[src/rtl/width_pack_pkg.sv]
// Shared types and widths for the byte-pair packing arbiter.
package width_pack_pkg;

  localparam int BYTE_W = 8;
  localparam int WORD_W = 16;

  typedef enum logic [1:0] {
    IDLE  = 2'd0,
    BYTE0 = 2'd1,
    BYTE1 = 2'd2,
    HOLD  = 2'd3
  } pack_state_t;

endpackage

[src/rtl/width_pack_arbiter_rr_pick.sv]
// Combinational round-robin picker: first requester strictly after ptr, wrapping.
module rr_pick #(
  parameter  int NUM_REQ = 4,
  localparam int IDX_W   = (NUM_REQ > 1) ? $clog2(NUM_REQ) : 1
) (
  input  logic [NUM_REQ-1:0] req,
  input  logic [IDX_W-1:0]   ptr,
  output logic [NUM_REQ-1:0] gnt_onehot,
  output logic [IDX_W-1:0]   gnt_idx,
  output logic               any
);

  function automatic logic [IDX_W-1:0] wrap_idx(input logic [IDX_W-1:0] p, input int k);
    return IDX_W'((int'(p) + k) % NUM_REQ);
  endfunction

  // Walk from farthest to nearest so the nearest set bit after ptr wins.
  always_comb begin
    gnt_idx = '0;
    any     = |req;
    for (int k = NUM_REQ; k >= 1; k--) begin
      if (req[wrap_idx(ptr, k)]) gnt_idx = wrap_idx(ptr, k);
    end
    gnt_onehot = any ? (NUM_REQ'(1) << gnt_idx) : '0;
  end

endmodule

[src/rtl/width_pack_arbiter.sv]
// Round-robin arbiter feeding one 8->16 byte-pair packer; grant held for a whole pair.
// Optional partial-pair flush on timeout when PACK_TIMEOUT_EN is defined.
module width_pack_arbiter
  import width_pack_pkg::*;
#(
  parameter  int NUM_REQ = 4,
  parameter  int TIMEOUT = 15,
  localparam int IDX_W   = (NUM_REQ > 1) ? $clog2(NUM_REQ) : 1
) (
  input  logic                      clk,
  input  logic                      rst_n,
  input  logic [NUM_REQ-1:0]        req_valid,
  input  logic [NUM_REQ*BYTE_W-1:0] req_data,
  output logic [NUM_REQ-1:0]        req_ready,
  output logic                      valid_out,
  output logic [WORD_W-1:0]         data_out,
  output logic [IDX_W-1:0]          src_id,
  output logic                      partial,
  input  logic                      out_ready
);

  if (NUM_REQ < 2 || NUM_REQ > 8 || TIMEOUT < 1) begin : g_bad_cfg
    $error("width_pack_arbiter: unsupported NUM_REQ/TIMEOUT");
  end

  pack_state_t         state_q, state_d;
  logic [NUM_REQ-1:0]  req_ready_q, req_ready_d;
  logic [IDX_W-1:0]    grant_q, grant_d;
  logic [IDX_W-1:0]    rr_q, rr_d;
  logic [BYTE_W-1:0]   hi_q, hi_d;
  logic                valid_q, valid_d;
  logic [WORD_W-1:0]   data_q, data_d;
  logic [IDX_W-1:0]    src_q, src_d;

`ifdef PACK_TIMEOUT_EN
  localparam int CNT_W = $clog2(TIMEOUT + 1);
  logic [CNT_W-1:0]    tmo_cnt_q, tmo_cnt_d;
  logic                partial_q, partial_d;
`endif

  logic [NUM_REQ-1:0]  pick_onehot;
  logic [IDX_W-1:0]    pick_idx;
  logic                pick_any;
  logic [BYTE_W-1:0]   g_byte;
  logic                accept;

  rr_pick #(.NUM_REQ(NUM_REQ)) u_rr_pick (
    .req        (req_valid),
    .ptr        (rr_q),
    .gnt_onehot (pick_onehot),
    .gnt_idx    (pick_idx),
    .any        (pick_any)
  );

  always_comb begin
    g_byte = '0;
    for (int i = 0; i < NUM_REQ; i++) begin
      if (grant_q == IDX_W'(i)) g_byte = req_data[i*BYTE_W +: BYTE_W];
    end
  end

  // req_ready_q is one-hot on the locked grant whenever it is non-zero.
  assign accept = |(req_valid & req_ready_q);

  always_comb begin
    state_d     = state_q;
    req_ready_d = req_ready_q;
    grant_d     = grant_q;
    rr_d        = rr_q;
    hi_d        = hi_q;
    valid_d     = valid_q;
    data_d      = data_q;
    src_d       = src_q;
`ifdef PACK_TIMEOUT_EN
    tmo_cnt_d   = tmo_cnt_q;
    partial_d   = partial_q;
`endif
    case (state_q)
      IDLE: begin
        req_ready_d = '0;
        if (pick_any) begin
          grant_d     = pick_idx;
          req_ready_d = pick_onehot;
          state_d     = BYTE0;
        end
      end
      BYTE0: begin
        if (accept) begin
          hi_d    = g_byte;
          state_d = BYTE1;
`ifdef PACK_TIMEOUT_EN
          tmo_cnt_d = '0;
`endif
        end
      end
      BYTE1: begin
        if (accept) begin
          data_d      = {hi_q, g_byte};
          src_d       = grant_q;
          valid_d     = 1'b1;
          req_ready_d = '0;
          state_d     = HOLD;
`ifdef PACK_TIMEOUT_EN
          partial_d   = 1'b0;
        end else if (tmo_cnt_q == CNT_W'(TIMEOUT)) begin
          data_d      = {hi_q, 8'h00};
          src_d       = grant_q;
          partial_d   = 1'b1;
          valid_d     = 1'b1;
          req_ready_d = '0;
          state_d     = HOLD;
        end else begin
          tmo_cnt_d = tmo_cnt_q + CNT_W'(1);
          // Drop ready one cycle early so a byte landing on the flush cycle stays with its requester.
          if ((tmo_cnt_q + CNT_W'(1)) == CNT_W'(TIMEOUT)) req_ready_d = '0;
`endif
        end
      end
      HOLD: begin
        if (out_ready) begin
          valid_d = 1'b0;
          rr_d    = grant_q;
          state_d = IDLE;
        end
      end
      default: state_d = IDLE;
    endcase
  end

  always_ff @(posedge clk) begin
    if (!rst_n) begin
      state_q     <= IDLE;
      req_ready_q <= '0;
      grant_q     <= '0;
      rr_q        <= IDX_W'(NUM_REQ - 1);
      valid_q     <= 1'b0;
      data_q      <= '0;
      src_q       <= '0;
`ifdef PACK_TIMEOUT_EN
      tmo_cnt_q   <= '0;
      partial_q   <= 1'b0;
`endif
    end else begin
      state_q     <= state_d;
      req_ready_q <= req_ready_d;
      grant_q     <= grant_d;
      rr_q        <= rr_d;
      valid_q     <= valid_d;
      data_q      <= data_d;
      src_q       <= src_d;
`ifdef PACK_TIMEOUT_EN
      tmo_cnt_q   <= tmo_cnt_d;
      partial_q   <= partial_d;
`endif
    end
  end

  // The held byte is only consumed after being rewritten in BYTE0, so it needs no reset.
  always_ff @(posedge clk) begin
    hi_q <= hi_d;
  end

  assign req_ready = req_ready_q;
  assign valid_out = valid_q;
  assign data_out  = data_q;
  assign src_id    = src_q;
`ifdef PACK_TIMEOUT_EN
  assign partial   = partial_q;
`else
  assign partial   = 1'b0;
`endif

endmodule
[config.mk]
export PLATFORM = sky130hd
export DESIGN_NAME = width_pack_arbiter
export DESIGN_NICKNAME = d
export VERILOG_FILES = /design/src/rtl/width_pack_pkg.sv /design/src/rtl/width_pack_arbiter_rr_pick.sv /design/src/rtl/width_pack_arbiter.sv
export SDC_FILE = /design/constraint.sdc
export NUM_CORES = 1
export LEC_CHECK = 0
export CORE_ASPECT_RATIO = 0.7
export CORE_MARGIN = 5
export CORE_UTILIZATION = 40
export CTS_BUF_LIST = sky130_fd_sc_hd__clkbuf_16
export CTS_CLUSTER_DIAMETER = 200
export CTS_CLUSTER_SIZE = 25
export DETAILED_ROUTE_END_ITERATION = 10
export PLACE_DENSITY = 0.76
export SYNTH_ARGS = -nofsm -noshare
export SYNTH_HDL_FRONTEND = slang
export SYNTH_SLANG_ARGS = --single-unit
[constraint.sdc]
create_clock -name clk -period 1.4 [get_ports clk]
set_input_delay 0.28 -clock clk [delete_from_list [all_inputs] [get_ports clk]]
set_output_delay 0.28 -clock clk [all_outputs]
set_load 0.02 [all_outputs]
==> results_dict.tcl <==
set metrics [dict create \
    critical_path_class "flip-flop to flip-flop" \
    multi_input_area_um2 971 \
    critPathMaxFanout 6 \
    met3_length_um 259 \
    vias 1514 \
    tightestPinTransition_ns 0.500 \
    wl_met1_um 2110 \
    place_congestion 0.850 \
    remaining_drc_errors 0 \
    drive_above_1_share_pct 29.1 \
    fmax_mhz 703 \
    ys_ff_latch 37 \
    gr-usage-all-layers_pct 16.4 \
    finClkSkew_ns 0.00351 \
    grt_setup_unrepaired "yes" \
    path_clk_slew_ns 0.05 \
    p_leak_nw 1.34 \
    cts_made_buffers 5 \
    cap_violations 0 \
    overflow 0 \
    worstHoldPathCells 2 \
    start_util_pct 40.8 \
    grt_pass1_wl_um 7280 \
    hold_class "flip-flop to flip-flop" \
    place_area_um2 2570 \
    register_area_um2 825 \
    slowest_stage "a2111oi_2" \
    core_area_um2 4280 \
    clock_sink_count 37 \
    postLayoutSetupSlackWorst_ns -0.0229 \
    placedCellCount 288 \
    wl_um 4770 \
    power_density_nw_per_um2 1370 \
    syn_area_um2 1750 \
    synth-main-ff-cell "dfxtp_1" \
    rows 20 \
    synthCells 155 \
    drt-wirelength-per-cell_um 15.8 \
    synth_top_cell_area_share_pct 33.3 \
    layout_min_cycle_time_ns 1.42 \
    hold_violations 0 \
    most-common-layout-cells "clkdlybuf4s50_1 (34), buf_4 (28), dlygate4sd2_1 (27), dfxtp_1 (26), nor2_1 (22)" \
    die_y_um 65.3 \
    clockBufferDepth 2 \
    grt_max_degree 15 \
    crit_chain "inv_2 -> ha_4 -> nand2b_1 -> a2111oi_2 -> a22o_1" \
    cp-end-kind "flip-flop" \
    clock_latency_ns 0.27 \
    synthesis.nets 198 \
    numPortBuffers 61 \
    final_common_cell "clkdlybuf4s50_1" \
    drt_iter0_drc 93 \
    avgSynthCellArea_um2 11.3 \
    antenna_found_initial 0 \
    ys_types 39 \
    area_growth_pct 64.1 \
    grt_pass1_vias 1485 \
    synth_edf_count 8 \
    route.met2.wl_um 2380 \
    required_ns 1.61 \
    worstPathArrival_ns 1.63 \
    synthArstFlopShare_pct 0 \
    die_w_um 89.0 \
    ant_nets 0 \
    viasPerCell 5.01 \
    cts_tree "built" \
    holdWs_ns 0.468 \
    insertedDiodeCount 0 \
    r2r_cells 5 \
    ys_warn_count 0 \
    finalSetupViolCount 2 \
    first_pass_iters 4 \
    fill_cells 325 \
    irDropWorstVdd_v 0.00108 \
    start_kind "flip-flop" \
    boundaryPins 63 \
    nNetsFinal 289 \
    stdcell_area_um2 2860 \
    fin_crit_sh_pct 102 \
    status "finished with violations" \
    relSlewSlack_pct 66.1 \
    max_stage_delay_ns 0.40 \
    ys_seq_area_share_pct 47.0 \
    fp.dieArea_um2 5810 \
    yosys.area.top_type "dfxtp_1" \
    h-tree-depth 2 \
    p_total_mw 3.93 \
    violations "negative setup slack" \
    cts-root-buf "clkbuf_16" \
    stdcell_count 302 \
    synth_area_leaders "dfxtp_1 (33%), edfxtp_1 (14%), mux2i_1 (11%)" \
    place_hpwl_um 3330 \
    dr.max_layer_used "met4" \
    maxSlewViolCount 0 \
]
==> area by class of cell <==
class	instances	area share [%]
inverter	5	0.655
clock buffer	5	4.37
clock inverter	3	0.437
sequential	37	28.8
tap	55	2.40
timing repair buffer	92	29.4
multi-input combinational	105	33.9
==> cells by family after synthesis <==
| family | synth area share, % |
|---|---|
| flops | 47.0 |
| simple gates | 12.4 |
| other cells | 0.215 |
| mux | 21.2 |
| compound gates | 11.8 |
| buf+inv | 4.52 |
| fa+ha+maj | 2.87 |
==> worst max-delay path: cells and delay by family, from the launching register on <==
kind                     cells  cell delay, ns
AO/OA/AOI/OAI                2            0.60
flip-flops                   1            0.34
adder cells (fa/ha/maj)      1            0.19
AND/OR/NAND/NOR              1            0.17
buffers and inverters        1            0.07
==> cells in the mapped netlist, drive strengths merged, types with 2 or more instances <==
cell and number:
mux4 8, nand3 4, o41ai 2, and2 2
inv 5, a21oi 4, buf 5, nor2 24
nor2b 3, edfxtp 8, mux2i 19, a22o 4
dfxtp 29, ha 4, o21ai 3, nand2b 4
a211oi 3, a2111oi 2, nand2 8, clkbuf 3
==> power breakdown <==
part / leakage [nW] / switching (mW) / total [mW] / internal (mW)
clock network: 0.0762 / 0.396 / 1.04 / 0.642
logic: 0.959 / 0.733 / 1.57 / 0.842
registers: 0.309 / 0.0741 / 1.32 / 1.24
total: 1.34 / 1.20 / 3.93 / 2.73
==> layer usage <==
layer,vias to the layer above,track usage [%]
met5,-,0
met4,0,3.35
met3,2,4.39
met2,40,27.1
met1,727,21.5
li1,745,-
==> worst paths after layout <==
kind / start / to / slack (ns)
max: state_q[0]$_SDFFE_PN0P_ / req_ready[3]$_SDFFE_PN0P_ / -0.02
max reg2reg: state_q[0]$_SDFFE_PN0P_ / req_ready[3]$_SDFFE_PN0P_ / -0.02
min: req_ready[1]$_SDFFE_PN0P_ / req_ready[1]$_SDFFE_PN0P_ / 0.47
min reg2reg: req_ready[1]$_SDFFE_PN0P_ / req_ready[1]$_SDFFE_PN0P_ / 0.47
==> registers in the layout, indices dropped and copies added, names as in the netlist <==
| name | flops |
|---|---|
| req_ready | 4 |
| rr_q | 2 |
| state_q | 2 |
| grant_q | 2 |
| hi_q | 8 |
| src_id | 2 |
| valid_out | 1 |
| data_out | 16 |
==> timing repair <==
action / in CTS / in global routing
setup buffers: 2 / 2
setup endpoints to repair: 58 / 25
pin swaps: 5 / 8
cloned: 1 / 1
hold buffers: 0 / 0
resized for setup: 42 / 14
==> metrics by stage <==
step,utilization (%),setup TNS (ns),setup slack (ns)
floorplan,-,-0.163,-0.0125
global placement,60.1,-14.73,-0.532
detailed placement,60.1,-15.82,-0.533
CTS,64.9,-0.0127,-0.0123
global route,66.9,-1.01,-0.0753
finish,66.9,-0.0402,-0.0229
(Power assumes the default switching activity.)
